==> config.mk <==
export PLATFORM = sky130hd
export DESIGN_NAME = awgn_sweep_ctrl
export DESIGN_NICKNAME = d
export VERILOG_FILES = /design/src/rtl/awgn_sweep_ctrl.sv
export SDC_FILE = /design/constraint.sdc
export NUM_CORES = 1
export LEC_CHECK = 0
export ABC_AREA = 1
export CAP_MARGIN = 20
export CORE_MARGIN = 3
export CORE_UTILIZATION = 23
export DETAILED_ROUTE_END_ITERATION = 8
export GPL_TIMING_DRIVEN = 0
export HOLD_SLACK_MARGIN = 0.1
export REMOVE_ABC_BUFFERS = 1
export SLEW_MARGIN = 20
export SYNTH_ARGS = -nofsm -noshare
export SYNTH_HDL_FRONTEND = slang
export SYNTH_SLANG_ARGS = --single-unit
==> constraint.sdc <==
create_clock -name clk -period 5.11 [get_ports clk]
set_input_delay 0.511 -clock clk [delete_from_list [all_inputs] [get_ports clk]]
set_output_delay 0.511 -clock clk [all_outputs]
set_load 0.005 [all_outputs]
==> src/rtl/awgn_sweep_ctrl.sv <==
`default_nettype none
// ============================================================================
//  Module   : awgn_sweep_ctrl
//  Purpose  : Runs the AWGN channel block across a sweep of SNR points. For
//             each point the channel is held in reset (LFSR re-seed), exactly
//             FRAME_LEN source symbols are streamed into it, the channel
//             pipeline is drained, and the SNR index advances. Channel outputs
//             are tagged with the SNR index they were generated under.
//  Revision : 1.0  initial release
// ----------------------------------------------------------------------------
//  Ports
//    clk, reset           clock (rising edge), asynchronous active-low reset
//    start, abort         sweep start pulse / synchronous abort (abort wins)
//    src_valid/src_ready  source handshake, src_real/src_imag symbol data
//    ch_reset, ch_read    channel reset (active-high) and input strobe
//    ch_x_real/imag       registered symbol presented to the channel
//    ch_y_real/imag       channel output, passed straight to the consumer
//    snr_sel, sigma       current SNR index and its sigma code
//    y_valid, y_snr       ch_y_* valid qualifier and its SNR tag
//    point_done           one-cycle pulse when a point has fully drained
//    busy, done           sweep in progress / sweep complete
// ============================================================================
module awgn_sweep_ctrl #(
  parameter int BI        = 7,
  parameter int SNR_MIN   = 0,
  parameter int SNR_MAX   = 9,
  parameter int FRAME_LEN = 320000,
  parameter int CNT_W     = 19,
  parameter int FLUSH_CYC = 4,
  parameter int CH_LAT    = 2
) (
  input  logic          clk,
  input  logic          reset,
  input  logic          start,
  input  logic          abort,
  input  logic          src_valid,
  output logic          src_ready,
  input  logic [BI-1:0] src_real,
  input  logic [BI-1:0] src_imag,
  output logic          ch_reset,
  output logic          ch_read,
  output logic [BI-1:0] ch_x_real,
  output logic [BI-1:0] ch_x_imag,
  input  logic [BI-1:0] ch_y_real,
  input  logic [BI-1:0] ch_y_imag,
  output logic [3:0]    snr_sel,
  output logic [7:0]    sigma,
  output logic          y_valid,
  output logic [3:0]    y_snr,
  output logic          point_done,
  output logic          busy,
  output logic          done
);

  typedef enum logic [2:0] {
    ST_IDLE  = 3'd0,
    ST_FLUSH = 3'd1,
    ST_RUN   = 3'd2,
    ST_DRAIN = 3'd3,
    ST_DONE  = 3'd4
  } state_t;

  localparam int                FLUSH_W      = (FLUSH_CYC > 1) ? $clog2(FLUSH_CYC) : 1;
  localparam logic [FLUSH_W-1:0] C_FLUSH_LAST = FLUSH_W'(FLUSH_CYC - 1);
  localparam logic [FLUSH_W-1:0] C_FLUSH_ONE  = FLUSH_W'(1);
  localparam logic [CNT_W-1:0]   C_FRAME_LEN  = CNT_W'(FRAME_LEN);
  localparam logic [CNT_W-1:0]   C_LAST_SYM   = CNT_W'(FRAME_LEN - 1);
  localparam logic [CNT_W-1:0]   C_CNT_ONE    = CNT_W'(1);
  localparam logic [3:0]         C_SNR_MIN    = 4'(SNR_MIN);
  localparam logic [3:0]         C_SNR_MAX    = 4'(SNR_MAX);

  state_t                     state_q,     state_d;
  logic [FLUSH_W-1:0]         flush_cnt_q, flush_cnt_d;
  logic [CNT_W-1:0]           sym_cnt_q,   sym_cnt_d;
  logic [3:0]                 snr_sel_q,   snr_sel_d;
  logic                       ch_read_q,   ch_read_d;
  logic [BI-1:0]              ch_x_real_q, ch_x_real_d;
  logic [BI-1:0]              ch_x_imag_q, ch_x_imag_d;
  // Valid pipe and its parallel SNR tag pipe, aligned to the channel latency.
  logic [CH_LAT-1:0]          vpipe_q,     vpipe_d;
  logic [CH_LAT-1:0][3:0]     tag_q,       tag_d;
  logic                       beat;

  // The channel data goes straight to the consumer alongside y_valid/y_snr;
  // the controller itself never looks at it.
  logic unused_ch_y;
  assign unused_ch_y = ^{ch_y_real, ch_y_imag};

  // --------------------------------------------------------------------------
  // Next-state and output logic
  // --------------------------------------------------------------------------
  always_comb begin
    state_d     = state_q;
    flush_cnt_d = flush_cnt_q;
    sym_cnt_d   = sym_cnt_q;
    snr_sel_d   = snr_sel_q;
    ch_read_d   = 1'b0;
    ch_x_real_d = ch_x_real_q;
    ch_x_imag_d = ch_x_imag_q;
    src_ready   = 1'b0;
    ch_reset    = 1'b1;
    point_done  = 1'b0;
    busy        = 1'b0;
    done        = 1'b0;
    beat        = 1'b0;

    // Tag pipe shifts the current SNR index alongside the read strobe so each
    // y_valid carries the point it was produced under.
    vpipe_d    = vpipe_q;
    tag_d      = tag_q;
    vpipe_d[0] = ch_read_q;
    tag_d[0]   = snr_sel_q;
    for (int i = CH_LAT - 1; i > 0; i--) begin
      vpipe_d[i] = vpipe_q[i-1];
      tag_d[i]   = tag_q[i-1];
    end

    case (state_q)
      ST_IDLE: begin
        if (start) begin
          snr_sel_d   = C_SNR_MIN;
          flush_cnt_d = '0;
          state_d     = ST_FLUSH;
        end
      end

      ST_FLUSH: begin
        busy        = 1'b1;
        flush_cnt_d = flush_cnt_q + C_FLUSH_ONE;
        if (flush_cnt_q == C_FLUSH_LAST) begin
          sym_cnt_d = '0;
          state_d   = ST_RUN;
        end
      end

      ST_RUN: begin
        busy     = 1'b1;
        ch_reset = 1'b0;
        // Abort removes ready in its own cycle so no beat is taken that the
        // channel would then never see.
        src_ready = (sym_cnt_q < C_FRAME_LEN) && !abort;
        beat      = src_valid && src_ready;
        if (beat) begin
          ch_read_d   = 1'b1;
          ch_x_real_d = src_real;
          ch_x_imag_d = src_imag;
          sym_cnt_d   = sym_cnt_q + C_CNT_ONE;
          if (sym_cnt_q == C_LAST_SYM) begin
            state_d = ST_DRAIN;
          end
        end
      end

      ST_DRAIN: begin
        busy     = 1'b1;
        ch_reset = 1'b0;
        // Empty means the strobe register and every pipe stage are clear,
        // i.e. the final y_valid has already been presented.
        if (!ch_read_q && (vpipe_q == '0)) begin
          point_done = !abort;
          if (snr_sel_q == C_SNR_MAX) begin
            state_d = ST_DONE;
          end else begin
            snr_sel_d   = snr_sel_q + 4'd1;
            flush_cnt_d = '0;
            state_d     = ST_FLUSH;
          end
        end
      end

      ST_DONE: begin
        done = 1'b1;
        if (start) begin
          snr_sel_d   = C_SNR_MIN;
          flush_cnt_d = '0;
          state_d     = ST_FLUSH;
        end
      end

      default: begin
        state_d = ST_IDLE;
      end
    endcase

    if (abort) begin
      state_d   = ST_IDLE;
      snr_sel_d = snr_sel_q;
      ch_read_d = 1'b0;
      vpipe_d   = '0;
      tag_d     = '0;
    end
  end

  // --------------------------------------------------------------------------
  // State registers
  // --------------------------------------------------------------------------
  always_ff @(posedge clk or negedge reset) begin
    if (!reset) begin
      state_q     <= ST_IDLE;
      flush_cnt_q <= '0;
      sym_cnt_q   <= '0;
      snr_sel_q   <= C_SNR_MIN;
      ch_read_q   <= 1'b0;
      ch_x_real_q <= '0;
      ch_x_imag_q <= '0;
      vpipe_q     <= '0;
      tag_q       <= '0;
    end else begin
      state_q     <= state_d;
      flush_cnt_q <= flush_cnt_d;
      sym_cnt_q   <= sym_cnt_d;
      snr_sel_q   <= snr_sel_d;
      ch_read_q   <= ch_read_d;
      ch_x_real_q <= ch_x_real_d;
      ch_x_imag_q <= ch_x_imag_d;
      vpipe_q     <= vpipe_d;
      tag_q       <= tag_d;
    end
  end

  // --------------------------------------------------------------------------
  // Sigma code per SNR index (roughly a 1 dB step in noise amplitude)
  // --------------------------------------------------------------------------
  always_comb begin
    sigma = 8'd64;
    case (snr_sel_q)
      4'd0:    sigma = 8'd180;
      4'd1:    sigma = 8'd161;
      4'd2:    sigma = 8'd143;
      4'd3:    sigma = 8'd128;
      4'd4:    sigma = 8'd114;
      4'd5:    sigma = 8'd102;
      4'd6:    sigma = 8'd90;
      4'd7:    sigma = 8'd81;
      4'd8:    sigma = 8'd72;
      default: sigma = 8'd64;
    endcase
  end

  assign snr_sel   = snr_sel_q;
  assign ch_read   = ch_read_q;
  assign ch_x_real = ch_x_real_q;
  assign ch_x_imag = ch_x_imag_q;
  assign y_valid   = vpipe_q[CH_LAT-1];
  assign y_snr     = tag_q[CH_LAT-1];

endmodule
`default_nettype wire

==> results.ini <==
[status]
status = completed

[drt]
drt_iter0_drc = 171
ant_nets = 0
routedWlPerCell_um = 11.2
num_vias = 2614
drc = 0
vias_per_cell = 4.22
totalWireLength_um = 6920
drt_pass1_iterations = 5

[sta]
fin_crit_sh_pct = 54.4
holdWs_ns = 0.254
finalMaxSlewViolations = 0
tns_ns = 0
hold_viol = 0
setup_ws_ns = 2.33
max_clock_freq_ghz = 0.360
fin_skew_ns = 0.00540
relSlewSlack_pct = 42.0
setup_viol = 0
worst_pin_slew_ns = 0.870
finalCriticalPeriod_ns = 2.78
rsz0062_at_grt = no

[global_routing]
grt.total_usage_pct = 10.0
top_usage_layer = met2
grtUsageMet1_pct = 12.9
grt_pass1_vias = 2510
grt-ovfl-total = 0
grt_pass1_wl_um = 12000
antenna_found_initial = 0
grt_max_degree = 54
met3_usage_pct = 2.31
use_met2_pct = 16.6

[clocking]
hold_buffers = 0
cts_setup_buffers = 0
cts_buffer_depth = 2
cts_buffers = 5
clk_pin_slew_ns = 0.07
cts_root_buf = clkbuf_16
clock_sinks = 53
worstSkewPairLatency_ns = 0.30
cts_tree = done
cts_resized = 0
h-tree-depth = 2

[yosys]
synth-seq-cells = 53
yosysTopAreaCell = dfrtp_1
synth_warnings = 0
ys_types = 29
yosysMostFrequentCell = nand2_1
synth-edff-count = 0
synthFlopType = dfrtp_1
avgSynthCellArea_um2 = 7.40
synth_cells = 402
synth_area_leaders = dfrtp_1 45%, nand2_1 17%, nor2_1 8.7%, nand3_1 7.1%, inv_1 3.4%
synth_area_um2 = 2970
seq_area_frac_synth_pct = 44.6
async_reset_ff_share_pct = 100
synth_top_area_share_pct = 44.6
synth_commonest_cells = 131 x nand2_1, 69 x nor2_1, 53 x dfrtp_1, 42 x nand3_1, 27 x inv_1

[layout]
diodes = 0
syn_to_final_growth_pct = 28.5
nets = 490
drive_gt1_share_pct = 5.31
final_cell_count_no_fill = 620

[placed_design]
hpwl_um = 5040
dpl_worst_slack_ns = 2.32
io_buffer_count = 55
gp_congestion = 0.883
dp_cells = 612

[floorplanning]
die_x_um = 120
placementRows = 40
die_h_um = 120
initial_core_util_pct = 24.1
fp.coreArea_um2 = 12300
ios = 70
dieArea_um2 = 14300

[setup_path]
critPathRequiredTime_ns = 4.60
critPathLaunchType = primary input
critPathKind = primary input to output port
path_max_fanout = 15
cp-end-kind = output port
cp.arrival_ns = 2.27
ff2ff_path_depth = 10

[power]
p_leak_nw = 1.73
peakVddDrop_mv = 0.203
p_per_area_nw_per_um2 = 428

[hold_path]
hold_path_class = primary input to asynchronous set/reset pin

[job]
max-cap-violations = 0

## layout by cell type (no fill, tap or decap), drive strengths merged, types with 2 or more instances in the layout
| cell type | netlist | final |
|---|---|---|
| a21oi | 6 | 6 |
| clkbuf | 3 | 7 |
| clkdlybuf4s50 | 0 | 54 |
| dfrtp | 53 | 53 |
| ha | 6 | 6 |
| inv | 34 | 34 |
| nand2 | 135 | 135 |
| nand3 | 42 | 42 |
| nand3b | 2 | 2 |
| nand4 | 2 | 2 |
| nor2 | 72 | 72 |
| nor3 | 10 | 10 |
| nor3b | 3 | 3 |
| o21ai | 8 | 8 |
| xnor2 | 2 | 2 |
| xor2 | 10 | 10 |
## through the flow
stage / util [%] / power (W) / cell area, um2
2_1_floorplan: - / 0.000908 / 2890
3_3_place_gp: 29.6 / 0.00124 / 3650
3_5_place_dp: 29.6 / 0.00126 / 3650
4_1_cts: 31.0 / 0.00166 / 3820
5_1_grt: 31.0 / 0.00176 / 3820
6_report: 31.0 / 0.00163 / 3820
## where the power goes
group / internal, W / switching [W]
clock: 0.000245 / 0.000149
sequential: 0.000512 / 0.0000739
combinational: 0.000313 / 0.000342
total: 0.00107 / 0.000565
## cell families after synthesis
logic type	Yosys count	share of synthesized area, %
AOI/OAI and AO/OA	17	3.16
xor gates and xnor gates	12	3.54
adders and majority gates	6	2.53
buffers and inverters	47	7.16
DFF	53	44.6
and+or+nand+nor	267	39.0
## flip-flops by register name, summed over array words and instances (netlist names)
signal / flops
y_snr: 4
tag_q: 4
ch_x_imag: 7
snr_sel: 4
ch_x_real: 7
state_q: 3
sym_cnt_q: 19
flush_cnt_q: 2
vpipe_q: 2
ch_read: 1
## path summary, 6_finish.rpt
check | start | end | slack [ns]
worst max-delay path | abort | src_ready | 2.33
worst min-delay path | reset | sym_cnt_q[7]$_DFFE_PN0P_ | 0.25
worst max register to register | state_q[0]$_DFFE_PN0P_ | state_q[2]$_DFFE_PN0P_ | 2.95
worst min register to register | tag_q[3]$_DFF_PN0_ | y_snr[3]$_DFF_PN0_ | 0.46
max in group asynchronous | reset | sym_cnt_q[17]$_DFFE_PN0P_ | 4.41
min in group clk | tag_q[3]$_DFF_PN0_ | y_snr[3]$_DFF_PN0_ | 0.46
## area by class of cell
type	count	area (um2)
clock buffer	7	143
clock inverter	1	30.0
fill	1349	8490
inverter	34	128
multi-input combinational	302	1430
sequential	53	1330
tap	168	210
timing repair buffer	55	548
## critical path, cell delays in order
cell             delay, ns
clkdlybuf4s50_1       0.70
nor2_1                0.21
nand2_1               0.12
nor3_4                0.17
clkdlybuf4s50_1       0.55
## metal layers
metal,share of wire (%),wire length (um)
met1,46,3180
met3,3.9,273
met4,1.7,116
met5,0,0
met2,48,3350
Power figures use the tool's default switching activity.
